$ cat src/rtl/sm83_pkg.sv
// sm83_pkg: shared encodings for the SM83 ALU flag register.
//   h_sel_t   - H flag source select
//   c_sel_t   - C flag source select (includes CCF complement)
//   cin_sel_t - ALU carry-in source select
//   FLAG_*    - bit positions of Z/N/H/C inside the F byte
package sm83_pkg;

  typedef enum logic [1:0] {
    H_ALU  = 2'd0,
    H_ZERO = 2'd1,
    H_ONE  = 2'd2,
    H_RSVD = 2'd3
  } h_sel_t;

  typedef enum logic [2:0] {
    C_ALU   = 3'd0,
    C_SHIFT = 3'd1,
    C_DAA   = 3'd2,
    C_ZERO  = 3'd3,
    C_ONE   = 3'd4,
    C_CPL   = 3'd5,
    C_RSVD6 = 3'd6,
    C_RSVD7 = 3'd7
  } c_sel_t;

  typedef enum logic [1:0] {
    CIN_ZERO = 2'd0,
    CIN_ONE  = 2'd1,
    CIN_FLAG = 2'd2,
    CIN_PRI  = 2'd3
  } cin_sel_t;

  localparam int unsigned FLAG_Z = 7;
  localparam int unsigned FLAG_N = 6;
  localparam int unsigned FLAG_H = 5;
  localparam int unsigned FLAG_C = 4;

endpackage

$ cat src/rtl/sm83_alu_flags.sv
// sm83_alu_flags: SM83 flag register (Z,N,H,C) plus primary carry buffer.
//   Inputs : ALU status (alu_zero/half/carry), shift_out, daa_carry_out,
//            per-flag write enables and selects, f_load/dbus (POP AF),
//            pri_we/pri_clr (16-bit carry chain), cin_sel.
//   Outputs: f_out = {Z,N,H,C,0000}, flag taps for the control stage,
//            pri_carry, and the combinational ALU carry-in alu_cin.
// Flat port list keeps drop-in compatibility; sm83_alu_flags_if mirrors it.
module sm83_alu_flags
  import sm83_pkg::*;
(
  input  logic       clk,
  input  logic       nreset,
  input  logic       alu_zero,
  input  logic       alu_half,
  input  logic       alu_carry,
  input  logic       shift_out,
  input  logic       daa_carry_out,
  input  logic       z_we,
  input  logic       n_we,
  input  logic       h_we,
  input  logic       c_we,
  input  logic       z_sel,
  input  logic       n_val,
  input  logic [1:0] h_sel,
  input  logic [2:0] c_sel,
  input  logic       f_load,
  input  logic [7:0] dbus,
  input  logic       pri_we,
  input  logic       pri_clr,
  input  logic [1:0] cin_sel,
  output logic [7:0] f_out,
  output logic       zero,
  output logic       carry,
  output logic       daa_carry,
  output logic       daa_neg,
  output logic       pri_carry,
  output logic       alu_cin
);

  logic z_q, n_q, h_q, c_q, pri_q;
  logic z_d, n_d, h_d, c_d, pri_d;

  // The low nibble of F is hard-wired to zero, so dbus[3:0] is never used.
  logic unused_dbus_lo;
  assign unused_dbus_lo = ^dbus[3:0];

  always_comb begin
    z_d   = z_q;
    n_d   = n_q;
    h_d   = h_q;
    c_d   = c_q;
    pri_d = pri_q;

    if (f_load) begin
      // POP AF overrides every individual flag write in the same cycle.
      {z_d, n_d, h_d, c_d} = dbus[7:4];
    end else begin
      if (z_we) z_d = z_sel ? 1'b0 : alu_zero;
      if (n_we) n_d = n_val;
      if (h_we) begin
        unique case (h_sel_t'(h_sel))
          H_ALU:   h_d = alu_half;
          H_ZERO:  h_d = 1'b0;
          H_ONE:   h_d = 1'b1;
          default: h_d = h_q;
        endcase
      end
      if (c_we) begin
        unique case (c_sel_t'(c_sel))
          C_ALU:   c_d = alu_carry;
          C_SHIFT: c_d = shift_out;
          C_DAA:   c_d = daa_carry_out;
          C_ZERO:  c_d = 1'b0;
          C_ONE:   c_d = 1'b1;
          C_CPL:   c_d = ~c_q;
          default: c_d = c_q;
        endcase
      end
    end

    // The carry buffer is independent of C so 16-bit ops chain bytes
    // without disturbing the architectural flags.
    if (pri_clr)     pri_d = 1'b0;
    else if (pri_we) pri_d = alu_carry;
  end

  always_ff @(posedge clk or negedge nreset) begin
    if (!nreset) begin
      z_q   <= 1'b0;
      n_q   <= 1'b0;
      h_q   <= 1'b0;
      c_q   <= 1'b0;
      pri_q <= 1'b0;
    end else begin
      z_q   <= z_d;
      n_q   <= n_d;
      h_q   <= h_d;
      c_q   <= c_d;
      pri_q <= pri_d;
    end
  end

  // Carry-in depends only on registered state, never on ALU inputs.
  always_comb begin
    alu_cin = 1'b0;
    unique case (cin_sel_t'(cin_sel))
      CIN_ZERO: alu_cin = 1'b0;
      CIN_ONE:  alu_cin = 1'b1;
      CIN_FLAG: alu_cin = c_q;
      CIN_PRI:  alu_cin = pri_q;
      default:  alu_cin = 1'b0;
    endcase
  end

  always_comb begin
    f_out         = '0;
    f_out[FLAG_Z] = z_q;
    f_out[FLAG_N] = n_q;
    f_out[FLAG_H] = h_q;
    f_out[FLAG_C] = c_q;
  end

  assign zero      = z_q;
  assign carry     = c_q;
  assign daa_carry = h_q;
  assign daa_neg   = n_q;
  assign pri_carry = pri_q;

  a_fload_excl: assert property (@(posedge clk) disable iff (!nreset)
    !(f_load && (z_we || n_we || h_we || c_we)))
    else $error("sm83_alu_flags: f_load with flag write enable");

  a_h_rsvd: assert property (@(posedge clk) disable iff (!nreset)
    !(!f_load && h_we && h_sel == H_RSVD))
    else $error("sm83_alu_flags: reserved h_sel");

  a_c_rsvd: assert property (@(posedge clk) disable iff (!nreset)
    !(!f_load && c_we && c_sel > C_CPL))
    else $error("sm83_alu_flags: reserved c_sel");

  a_ctl_known: assert property (@(posedge clk) disable iff (!nreset)
    !$isunknown({z_we, n_we, h_we, c_we, z_sel, n_val, h_sel, c_sel,
                 f_load, pri_we, pri_clr, cin_sel}))
    else $error("sm83_alu_flags: X on control input");

endmodule
$ cat config.mk
export PLATFORM = sky130hd
export DESIGN_NAME = sm83_alu_flags
export DESIGN_NICKNAME = d
export VERILOG_FILES = /design/src/rtl/sm83_pkg.sv /design/src/rtl/sm83_alu_flags.sv
export SDC_FILE = /design/constraint.sdc
export NUM_CORES = 1
export LEC_CHECK = 0
export CELL_PAD_IN_SITES_DETAIL_PLACEMENT = 0
export CELL_PAD_IN_SITES_GLOBAL_PLACEMENT = 2
export CORE_MARGIN = 10
export CORE_UTILIZATION = 13
export DETAILED_ROUTE_END_ITERATION = 7
export PLACE_DENSITY = 0.9
export SYNTH_ARGS = -nofsm -noshare
export SYNTH_HDL_FRONTEND = slang
export SYNTH_SLANG_ARGS = --single-unit
$ cat constraint.sdc
create_clock -name clk -period 2.9 [get_ports clk]
set_input_delay 0.58 -clock clk [delete_from_list [all_inputs] [get_ports clk]]
set_output_delay 0.58 -clock clk [all_outputs]
set_load 0.01 [all_outputs]
==> Word level (Yosys, flattened, before mapping) <==
Index checks and enable logic that the tools add are counted.
{ "op_classes": {"mux": 14, "n_reduce_logical": 12, "n_eq_ne": 10, "n_bitwise": 1} }
{ "ops": {"columns": ["operator", "count"], "rows": [
  ["2-to-1 mux 1 bit", 11],
  ["nonzero test 2 bit", 5],
  ["nonzero test 7 bit", 1],
  ["equality test 2 bit, second input constant", 3],
  ["equality test 3 x 2 -> 1 bit, second input constant", 2],
  ["equality test 3 bit, second input constant", 2],
  ["one-hot mux 1 bit (6 select lines)", 1],
  ["equality test 2 x 1 -> 1 bit, second input constant", 2],
  ["zero test 2 bit", 2],
  ["one-hot mux 1 bit (4 select lines)", 1],
  ["AND reduction 2 bit", 2],
  ["nonzero test 4 bit", 1],
  ["equality test 3 x 1 -> 1 bit, second input constant", 1],
  ["zero test 3 bit", 1],
  ["one-hot mux 1 bit (3 select lines)", 1],
  ["NOT 1 bit", 1]
]} }
{ "totals": {"reg_bits": 5, "output_inout_bits": 14, "wordCells": 42, "inputBits": 31} }

==> Logic depth before layout (Yosys ltp) <==
{ "logic_depth": {"word_depth": 4, "ltp_mapped": 6, "ltp_nobuf": 6} }

==> Worst setup path after synthesis <==
OpenSTA, ideal clock, no wires.
{ "synth_path": {"path_type": "input -> output", "start": "input cin_sel[1]", "end": "output alu_cin", "stages": 2, "path_buffers": 0, "arrival_time_ns": 0.857, "required_ns": 2.320, "slack_ns": 1.463, "cell_sequence": "a21oi_1 > a31oi_1"} }
{ "synth_via": {"elab_chain_cells": 2, "word_cells_on_any_way": 5, "cone_classes": "eq/ne (3); mux (1); reduce/logical (1)"} }
{ "synth_rtl": {"columns": ["item", "line", "rtl"], "rows": [
  ["start, declared", "sm83_alu_flags.sv:30", "input logic [1:0] cin_sel,"],
  ["equality test 2 bit (tied with other cells)", "sm83_alu_flags.sv:106", "unique case (cin_sel_t'(cin_sel))"],
  ["one-hot mux 1 bit (4 select lines) (*)", "sm83_alu_flags.sv:106", null],
  ["end, declared", "sm83_alu_flags.sv:37", "output logic alu_cin"]
]} }
Mark *: on every way between the ends. The rest lies on a longest branch, timed or not.

==> Worst setup path in the final report <==
Ends and elaborated chain as after synthesis.

==> flow_metrics.py <==
metrics = {
    "floorplanning": {
        "row_count": 20,
        "start_util_pct": 13.5,
        "die_area_um2": 5820,
        "core_region_area_um2": 3050,
        "die_w_um": 76.3,
        "die_y_um": 76.3,
        "io_pins": 45,
    },
    "synthesis": {
        "synthMuxAreaShare_pct": 7.29,
        "synth_top_family_by_area": "compound AO/OA/AOI/OAI gates",
        "synth_adder_area_share_pct": 9.12,
        "synth_xor_area_share_pct": 0,
        "syn_area_per_cell_um2": 8.23,
        "syn_area_um2": 412,
        "synth-async-reset-ratio_pct": 100,
        "synth-main-ff-cell": "dfrtp_1",
        "ys_seq_elements": 5,
        "seq_area_frac_synth_pct": 30.4,
        "ys_types": 19,
        "synth_compound_area_share_pct": 20.7,
        "yosys-top-cells-area": "dfrtp_1, buf_4, ha_1",
        "synth_top_area_share_pct": 30.4,
        "yosys.area_share.simple_pct": 11.6,
        "synth_edf_count": 0,
        "synth_warnings": 0,
        "synthesis.instances": 50,
        "synth_area_leader_cell": "dfrtp_1",
    },
    "status": {
        "outcome": "complete, no violations",
    },
    "placement": {
        "place.gp.congestion": 0.683,
        "dpl_cell_area_um2": 778,
        "pre_cts_ws_ps": 473,
        "io_buffers": 36,
    },
    "pwr": {
        "cellPowerDensity_nw_per_um2": 326,
        "swShare_pct": 26.3,
        "p_sw_uw": 69.1,
        "power.internal_uw": 193,
        "peakVddDrop_mv": 0.0769,
        "p_leak_uw": 0.000351,
        "combPwrFrac_pct": 37.9,
        "power.share.clock_pct": 31.0,
        "seqPwrFrac_pct": 31.1,
    },
    "critical_path": {
        "startpoint_type": "input pin",
        "slowest_stage": "clkdlybuf4s50_1",
        "reg2reg_depth": 4,
        "crit_arrival_ps": 1830,
        "crit_top_cell": "clkdlybuf4s50_1",
        "crit_fanout": 2,
        "worstSetupEndpointType": "primary output",
        "crit_family": "buffers and inverters",
        "required_ps": 2320,
        "cp_slowest_stage_delay_ps": 570,
        "path_cells": "clkdlybuf4s50_1, a21oi_1, a31oi_1, clkdlybuf4s50_1",
        "cp.depth": 4,
        "path_buf_inv": 2,
        "path_class": "input pin to primary output",
    },
    "detailed_routing": {
        "wl_met2_um": 732,
        "viasPerCell": 3.42,
        "num_vias": 441,
        "antenna_left": 0,
        "drc": 0,
        "routedWlPerCell_um": 11.1,
        "dr_wl_met3_um": 129,
        "drtPass1Iterations": 2,
        "wl_met1_um": 523,
        "dr.max_layer_used": "met4",
        "drt_iter0_drc": 3,
        "wirelength_mm": 1.43,
    },
    "global_routing": {
        "grt_pass1_vias": 473,
        "antenna_found_initial": 0,
        "grt_max_degree": 10,
        "grt_pass1_wl_mm": 2.27,
        "grt-ovfl-total": 0,
        "grtUsageTotal_pct": 5.08,
    },
    "cts": {
        "path_clk_slew_ps": 40,
        "htree_num_levels": 1,
        "postCtsResizedCells": 0,
        "cts_tree": "done",
        "cts_root_buf": "clkbuf_4",
        "cts_buffers": 3,
        "ctsHoldBuffers": 0,
        "cts_buffer_depth": 2,
        "cts_num_sinks": 5,
        "post_cts_buffers": 0,
        "clk_latency_ps": 240,
    },
    "final_layout": {
        "syn_to_final_growth_pct": 95.4,
        "drive_gt1_share_pct": 3.53,
        "fillers": 351,
        "design_area_um2": 805,
        "nNetsFinal": 120,
        "multi_input_area_um2": 215,
        "register_area_um2": 125,
        "fin_util_pct": 26.4,
        "diodes": 0,
    },
    "sta": {
        "tns_ps": 0,
        "slew_violations": 0,
        "setup_viol": 0,
        "period_share_pct": 83.2,
        "fmax_mhz": 414,
        "period_minus_slack_ps": 2410,
        "hold_viol": 0,
        "fin_worst_skew_ps": 0,
        "rsz0062_at_grt": "no",
        "worst_slack_ps": 487,
    },
    "min_path": {
        "hold_path_class": "flop to flop",
        "whs_path_depth": 2,
    },
    "job": {
        "maxCapViolations": 0,
    },
}
[placed cells by master (no fill, tap or decap)]
master           count
o22ai_1              1
nor2_1               3
and3b_1              1
nand2_1              4
inv_1                6
ha_1                 3
a211oi_1             1
a22oi_1              1
a211o_1              1
a31oi_1              2
o31ai_1              1
clkdlybuf4s50_1     36
conb_1               4
mux2i_1              3
o21ai_0              4
and2_1               1
clkbuf_4             3
dfrtp_1              5
nor2b_1              1
a21oi_1              3
clkbuf_1             1
[logic make-up (layout without fill, tap and decap cells)]
logic type / Yosys count / count (layout)
other: 1 / 4
AO/OA/AOI/OAI: 14 / 14
flip-flops: 5 / 5
AND/OR/NAND/NOR: 10 / 10
adder cells (fa/ha/maj): 3 / 3
buffers and inverters: 14 / 46
multiplexers: 3 / 3
[tightest hold or removal path, stage by stage, from the launching register on]
cell and delay, ps:
dfrtp_1 360, mux2i_1 80, nor2_1 80
[synthesized netlist by cell type (all sizes together) (2+ instances only)]
cell type / count
a21oi: 3
a31oi: 2
buf: 8
dfrtp: 5
ha: 3
inv: 6
mux2i: 3
nand2: 4
nor2: 3
o21ai: 4
[per-stage QoR]
stage | total power, uW | cells | hold WS (ps)
3_3_place_gp | 182 | 125 | 543
4_1_cts | 272 | 129 | 564
3_5_place_dp | 184 | 125 | 552
5_1_grt | 285 | 129 | 579
2_1_floorplan | 124 | 53 | 284
6_report | 262 | 129 | 557
[layer usage]
| metal | track usage [%] | up-vias |
|---|---|---|
| li1 | - | 230 |
| met1 | 4.80 | 186 |
| met2 | 8.33 | 21 |
| met3 | 1.77 | 4 |
| met4 | 5.02 | 0 |
| met5 | 0 | - |
[power groups by stage]
| stage | registers, uW | logic [uW] | clock network (uW) |
|---|---|---|---|
| global route | 83.0 | 109 | 92.8 |
| finish | 81.6 | 99.4 | 81.2 |
| global placement | 82.5 | 99.9 | 0 |
| CTS | 81.8 | 101 | 88.6 |
| floorplan | 85.1 | 38.8 | 0 |
| detailed placement | 82.9 | 101 | 0 |
[sequential cells by signal (all words and copies together), names as in the netlist]
register,flops
daa_carry,1
carry,1
pri_carry,1
zero,1
daa_neg,1
[worst paths after layout]
kind	from	to	slack, ps
hold reg to reg	pri_carry$_DFFE_PN0P_	pri_carry$_DFFE_PN0P_	560
min in group asynchronous	nreset	daa_neg$_DFFE_PN0P_	570
max in group asynchronous	nreset	zero$_DFFE_PN0P_	2130
setup reg to reg	carry$_DFFE_PN0P_	carry$_DFFE_PN0P_	1810
setup / recovery	cin_sel[1]	alu_cin	490
hold / removal	pri_carry$_DFFE_PN0P_	pri_carry$_DFFE_PN0P_	560
[final cells by class]
type,instances,area share (%)
timing repair buffer,36,44.8
sequential,5,15.6
clock buffer,4,3.27
multi-input combinational,34,26.7
inverter,6,2.80
tap,44,6.84
Power figures use the tool's default switching activity.
